--- config.mk ---
export PLATFORM = sky130hd
export DESIGN_NAME = aib_tx_lane_mux
export DESIGN_NICKNAME = d
export VERILOG_FILES = /design/src/rtl/aib_tx_lane_mux.sv
export SDC_FILE = /design/constraint.sdc
export NUM_CORES = 1
export LEC_CHECK = 0
export BUFFER_PORTS_ARGS = -buffer_cell sky130_fd_sc_hd__buf_2
export CAP_MARGIN = 5
export CELL_PAD_IN_SITES_DETAIL_PLACEMENT = 1
export CELL_PAD_IN_SITES_GLOBAL_PLACEMENT = 1
export CORE_ASPECT_RATIO = 0.8
export CORE_MARGIN = 2
export CORE_UTILIZATION = 48
export DETAILED_ROUTE_END_ITERATION = 10
export GPL_ROUTABILITY_DRIVEN = 0
export GPL_TIMING_DRIVEN = 1
export PLACE_DENSITY_LB_ADDON = 0.1
export SYNTH_ARGS = -nofsm -noshare
export SYNTH_HDL_FRONTEND = slang
export SYNTH_SLANG_ARGS = --single-unit
export TNS_END_PERCENT = 5
--- constraint.sdc ---
create_clock -name i_clk -period 3.49 [get_ports i_clk]
set_input_delay 0.8725 -clock i_clk [delete_from_list [all_inputs] [get_ports i_clk]]
set_output_delay 0.8725 -clock i_clk [all_outputs]
set_load 0.02 [all_outputs]
--- src/rtl/aib_tx_lane_mux.sv ---
// Per-channel master/slave TX source select with a small word-pair FIFO, zero-padded
// registered lane outputs, and a drain-then-gap sequence for safe source switching.
module aib_tx_lane_mux #(
  parameter int unsigned NumChn    = 1,
  parameter int unsigned AibIoCnt  = 20,
  parameter int unsigned LaneW     = 20,
  parameter int unsigned Depth     = 4,
  parameter int unsigned GapCycles = 1
) (
  input  logic                       i_clk,
  input  logic                       i_rst,
  input  logic [NumChn-1:0]          c_ms_mode,
  input  logic [NumChn-1:0]          i_ms_valid,
  input  logic [NumChn*AibIoCnt-1:0] i_ms_data0,
  input  logic [NumChn*AibIoCnt-1:0] i_ms_data1,
  output logic [NumChn-1:0]          o_ms_ready,
  input  logic [NumChn-1:0]          i_sl_valid,
  input  logic [NumChn*AibIoCnt-1:0] i_sl_data0,
  input  logic [NumChn*AibIoCnt-1:0] i_sl_data1,
  output logic [NumChn-1:0]          o_sl_ready,
  input  logic [NumChn-1:0]          i_tx_en,
  output logic [NumChn-1:0]          o_tx_valid,
  output logic [NumChn*LaneW-1:0]    o_tx_data0,
  output logic [NumChn*LaneW-1:0]    o_tx_data1,
  output logic [NumChn-1:0]          o_busy,
  output logic [NumChn-1:0]          o_empty
);

  localparam int unsigned PtrW  = (Depth > 1) ? $clog2(Depth) : 1;
  localparam int unsigned CntW  = $clog2(Depth + 1);
  localparam int unsigned GapW  = (GapCycles > 1) ? $clog2(GapCycles) : 1;
  localparam int unsigned PairW = 2 * AibIoCnt;
  localparam logic [CntW-1:0] DepthC  = CntW'(Depth);
  localparam logic [GapW-1:0] GapInit = GapW'(GapCycles - 1);

  typedef enum logic [1:0] {StRun, StDrain, StGap} state_e;

  for (genvar k = 0; k < NumChn; k++) begin : g_chn
    state_e             state_q, state_d;
    logic               cur_mode_q, cur_mode_d;
    logic [GapW-1:0]    gap_q, gap_d;
    logic [PtrW-1:0]    wr_ptr_q, wr_ptr_d;
    logic [PtrW-1:0]    rd_ptr_q, rd_ptr_d;
    logic [CntW-1:0]    cnt_q, cnt_d;
    logic [PairW-1:0]   mem_q [Depth];
    logic               tx_valid_q, tx_valid_d;
    logic [LaneW-1:0]   tx_data0_q, tx_data0_d;
    logic [LaneW-1:0]   tx_data1_q, tx_data1_d;
    logic               full, empty, ms_ready, sl_ready, push, pop;
    logic [PairW-1:0]   wr_pair, head;

    always_comb begin
      full     = (cnt_q == DepthC);
      empty    = (cnt_q == '0);
      // Readies are masked during reset so no source sees a spurious accept.
      ms_ready = ~i_rst & (state_q == StRun) & cur_mode_q & ~full;
      sl_ready = ~i_rst & (state_q == StRun) & ~cur_mode_q & ~full;
      push     = cur_mode_q ? (i_ms_valid[k] & ms_ready) : (i_sl_valid[k] & sl_ready);
      wr_pair  = cur_mode_q ?
                 {i_ms_data1[k*AibIoCnt +: AibIoCnt], i_ms_data0[k*AibIoCnt +: AibIoCnt]} :
                 {i_sl_data1[k*AibIoCnt +: AibIoCnt], i_sl_data0[k*AibIoCnt +: AibIoCnt]};
      pop      = i_tx_en[k] & ~empty;
      head     = mem_q[rd_ptr_q];
    end

    always_comb begin
      state_d    = state_q;
      cur_mode_d = cur_mode_q;
      gap_d      = gap_q;
      wr_ptr_d   = wr_ptr_q;
      rd_ptr_d   = rd_ptr_q;
      cnt_d      = cnt_q;

      if (push) wr_ptr_d = wr_ptr_q + 1'b1;
      if (pop)  rd_ptr_d = rd_ptr_q + 1'b1;
      if (push && !pop)      cnt_d = cnt_q + 1'b1;
      else if (pop && !push) cnt_d = cnt_q - 1'b1;

      unique case (state_q)
        StRun: begin
          if (c_ms_mode[k] != cur_mode_q) state_d = StDrain;
        end
        StDrain: begin
          if (empty) begin
            state_d = StGap;
            gap_d   = GapInit;
          end
        end
        StGap: begin
          // The mode is re-sampled only on gap exit; any later change re-enters DRAIN.
          if (gap_q == '0) begin
            cur_mode_d = c_ms_mode[k];
            state_d    = StRun;
          end else begin
            gap_d = gap_q - 1'b1;
          end
        end
        default: state_d = StRun;
      endcase

      tx_valid_d = pop;
      tx_data0_d = pop ? LaneW'(head[AibIoCnt-1:0])     : '0;
      tx_data1_d = pop ? LaneW'(head[PairW-1:AibIoCnt]) : '0;
    end

    always_ff @(posedge i_clk) begin
      if (i_rst) begin
        state_q    <= StRun;
        cur_mode_q <= c_ms_mode[k];
        gap_q      <= '0;
        wr_ptr_q   <= '0;
        rd_ptr_q   <= '0;
        cnt_q      <= '0;
        tx_valid_q <= 1'b0;
        tx_data0_q <= '0;
        tx_data1_q <= '0;
      end else begin
        state_q    <= state_d;
        cur_mode_q <= cur_mode_d;
        gap_q      <= gap_d;
        wr_ptr_q   <= wr_ptr_d;
        rd_ptr_q   <= rd_ptr_d;
        cnt_q      <= cnt_d;
        tx_valid_q <= tx_valid_d;
        tx_data0_q <= tx_data0_d;
        tx_data1_q <= tx_data1_d;
      end
    end

    // Storage needs no reset: the cleared pointers and count make old contents unreachable.
    always_ff @(posedge i_clk) begin
      if (push) mem_q[wr_ptr_q] <= wr_pair;
    end

    assign o_ms_ready[k]                 = ms_ready;
    assign o_sl_ready[k]                 = sl_ready;
    assign o_tx_valid[k]                 = tx_valid_q;
    assign o_tx_data0[k*LaneW +: LaneW]  = tx_data0_q;
    assign o_tx_data1[k*LaneW +: LaneW]  = tx_data1_q;
    assign o_busy[k]                     = (state_q != StRun);
    assign o_empty[k]                    = empty;
  end

endmodule
==> results <==
- The run finished with clean final reports.
- The total power per unit cell area is between 600 and 700 nW/um2.
- The number of antenna diodes in the final layout is 0.
- The share of the Yosys chip area taken by registers is 73.7%.
- For this run, the leading register cell type out of synthesis is edfxtp_1.
- The number of hold violations in the final report is 0.
- The via count of the first global-routing pass was roughly 4300.
- The top fanout value on the critical path is 12.
- For the final routed database, the setup TNS stands at 0 ps.
- The worst max-slew margin expressed relative to the limit is 22.5%.
- Setup violations remaining at the end of the flow were counted as 0.
- In this run the number of H-tree levels came out at 1.
- At the later pin of the worst-skew pair, clock insertion delay measures approximately 500 ps.
- The cell sitting at the root of the clock tree is a clkbuf_16.
- The simple-gate share of the synthesized area is ~4.7%.
- Data arrives at the worst endpoint at 3050 ps.
- The initial antenna violation count was 0.
- Static timing analysis puts the maximum clock frequency at between 0.3 and 0.4 GHz.
- The gate count of the mapped netlist is between 300 and 400.
- The sink count of the clock tree is about 210.
- Relative to the synthesized area, the layout overhead comes to 19.5%.
- The first routing iteration left between 200 and 250 violations.
- In the routed layout, each cell is associated on average with a via count of 5.17.
- The number of flops mapped to enable cells by yosys is 161.
- The share of the clock period used by the worst path is about three quarters.
- Once the floorplan was initialized, standard cells occupied slightly below 50% of the core.
- The number of DRC violations after detailed routing is 0.
- The count of final max-slew check failures is 0.
- For the final database, setup skew stands at about 14 ps.
- After legalization and detailed placement, the total HPWL measured roughly 9400 um.
- In the final layout, the share of cells above drive strength 1 is between 40% and 50%.
- The number of warnings printed during yosys synthesis is 0.
- The capturing element type of the critical path is a flop.
- The leftover overflow at the end of global routing is 0.
- The required time reported for the critical path endpoint is about 3900 ps.
- The via count is 3964.
- The dominant combinational cell family by area after synthesis is multiplexers.
- Buffers placed on the I/O ports in this run total 130.
- about 130 I/O pins were placed.
- The die is approximately 150 um wide.
- The worst-case register-to-register setup slack is between 1000 and 1500 ps.
- VDD sags by at most between 0.4 and 0.5 mV.
- Summing all placed instances gives a cell area of a little under 9000 um2.
- The final layout contains routed wiring with a total length of around 15000 um.
- The time the worst path needs with I/O delays and setup is 2640 ps.
- The synthesized netlist devotes 0.759% of its cell area to compound gates.
- The largest net degree at the start of global routing is 44.
- Ranked by instance count, the synthesized netlist is headed by edfxtp_1, dfxtp_1, mux2_2, mux4_2, nor2b_1.
- The die area is 17500 um2.
- The net count after synthesis is between 400 and 500.
- For this run, the post-layout net count is ~630.
- The average instance area after synthesis is between 15 and 20 um2.
- The area of the mapped netlist is a little under 8000 um2.
- Yosys attributes the largest share of cell area to edfxtp_1, dfxtp_1, mux4_2.
- The worst-margin pin slew is 1160 ps.
- The library cell with the highest instance count after synthesis is edfxtp_1.
- Setup repair after global routing left no endpoint under its margin.
- The total leakage power is 3.40 nW.
- In this run, synthesis produced a sequential element count of around 210.
- The portion of synthesized cell area occupied by the leading cell type is around three fifths.
- The CTS tree is done.
- The type of the worst min-delay path is reg2reg.
- After Yosys synthesis, full adders, half adders and majority gates account for 1.04% of the synthesized area.
- The worst setup path is launched from an input pin.
- The row count is slightly above 40.
- Clock tree synthesis inserted a total of 21 buffers.
- Gates resized during post-CTS repair numbered 0.
- The detail route stage leaves a number of antenna-violating nets equal to 0.
- The die is 119 um tall.
- The number of post-CTS setup repair buffers is 0.
- The post-CTS clock slew at the launch and capture registers of the worst setup and hold paths is roughly 60 ps.
- The post-synthesis xor/xnor area fraction is 0.553%.
- The total core area is ~16000 um2.
- The synthesized design spends more area on one cell type than any other, namely edfxtp_1.
- For this run, asynchronously set or reset flops after synthesis account for 0%.
- After detailed routing, the average wire length per cell comes to 19.7 um.
- Summing all non-filler instances in the final layout gives an area of roughly 9500 um2.
- The first-pass GRT wire length is between 20000 and 25000 um.
- Global routing used 18.0% of the available tracks.
- In this run, post-CTS hold repair placed 0 buffers.
- Counting distinct cell types in the post-synthesis netlist gives 34.
- The max-cap check violation count is 0.
- The pre-antenna-repair detailed-routing pass consisted of 4 iterations.
- The maximum count of clock buffers along a single path is 3.
- Multiplexer cells account for around 17% of the synthesized area.
- The critical path is of the in2reg type.
-- routing by layer --
metal  global-route usage, %  part of all wire (%)  vias up
met5                       0                     0        -
met4                    4.03                   1.6        0
met3                    3.18                   4.7       19
met2                    29.8                    48      121
met1                    25.3                    46     1999
li1                        -                     -     1825
-- final cells by class --
type                       instances  area [um2]
clock buffer                      34         614
multi-input combinational        162        1950
inverter                           5        18.8
fill                            1455        6500
sequential                       211        5840
clock inverter                     4        21.3
tap                              215         269
timing repair buffer             136         746
-- cell families (layout without fill, tap and decap cells) --
family          Yosys count  in the layout
compound gates            7              7
xor+xnor                  5              5
fa+ha+maj                 6              6
buf+inv                  26            179
flops                   211            211
mux                      83             83
simple gates             61             61
-- stage by stage --
stage | hold WS, ps | cells | setup slack [ps] | utilization [%] | power [mW]
3_3_place_gp | 470 | 729 | 456 | 55.3 | 4.41
5_1_grt | 563 | 767 | 691 | 59.3 | 6.75
6_report | 526 | 767 | 853 | 59.3 | 6.46
4_1_cts | 517 | 767 | 824 | 59.3 | 6.54
3_5_place_dp | 504 | 729 | 347 | 55.3 | 4.45
2_1_floorplan | 455 | 399 | 691 | - | 4.09
-- report_power, final --
part	leakage, nW	switching, mW	total, mW	internal (mW)
Sequential	1.87	0.245	3.23	2.98
Combinational	1.23	0.520	1.14	0.623
Clock	0.310	0.885	2.09	1.20
-- registers in the layout (all words and copies together), names as in the netlist --
name              count
g_chn.cnt_q           3
g_chn.cur_mode_q      1
g_chn.mem_q         160
g_chn.rd_ptr_q        2
g_chn.state_q         2
g_chn.wr_ptr_q        2
o_tx_data0           20
o_tx_data1           20
o_tx_valid            1
-- placed cells by master (no fill, tap or decap), types with 5 or more instances in the layout --
cell,count
dfxtp_1,48
edfxtp_1,161
nor2b_1,40
mux2_2,40
clkbuf_16,21
ha_1,5
mux4_2,40
inv_1,5
clkbuf_1,9
buf_2,130
nor2_1,5
xor2_1,5
-- critical path: stages --
cell and delay (ps):
buf_2 170, nor3_1 300, and3_1 390, ha_1 230, inv_1 60, fa_1 370, xor2_1 180, or3_1 310
a21oi_1 160
-- path summary, 6_finish.rpt --
path / end / cells past startpoint / start
max: g_chn[0].cnt_q[2] / 9 / i_rst
min: g_chn[0].state_q[1] / 1 / g_chn[0].state_q[1]
max reg2reg: g_chn[0].cnt_q[2] / 8 / g_chn[0].state_q[1]
min reg2reg: g_chn[0].state_q[1] / 1 / g_chn[0].state_q[1]
(Power assumes the default switching activity.)
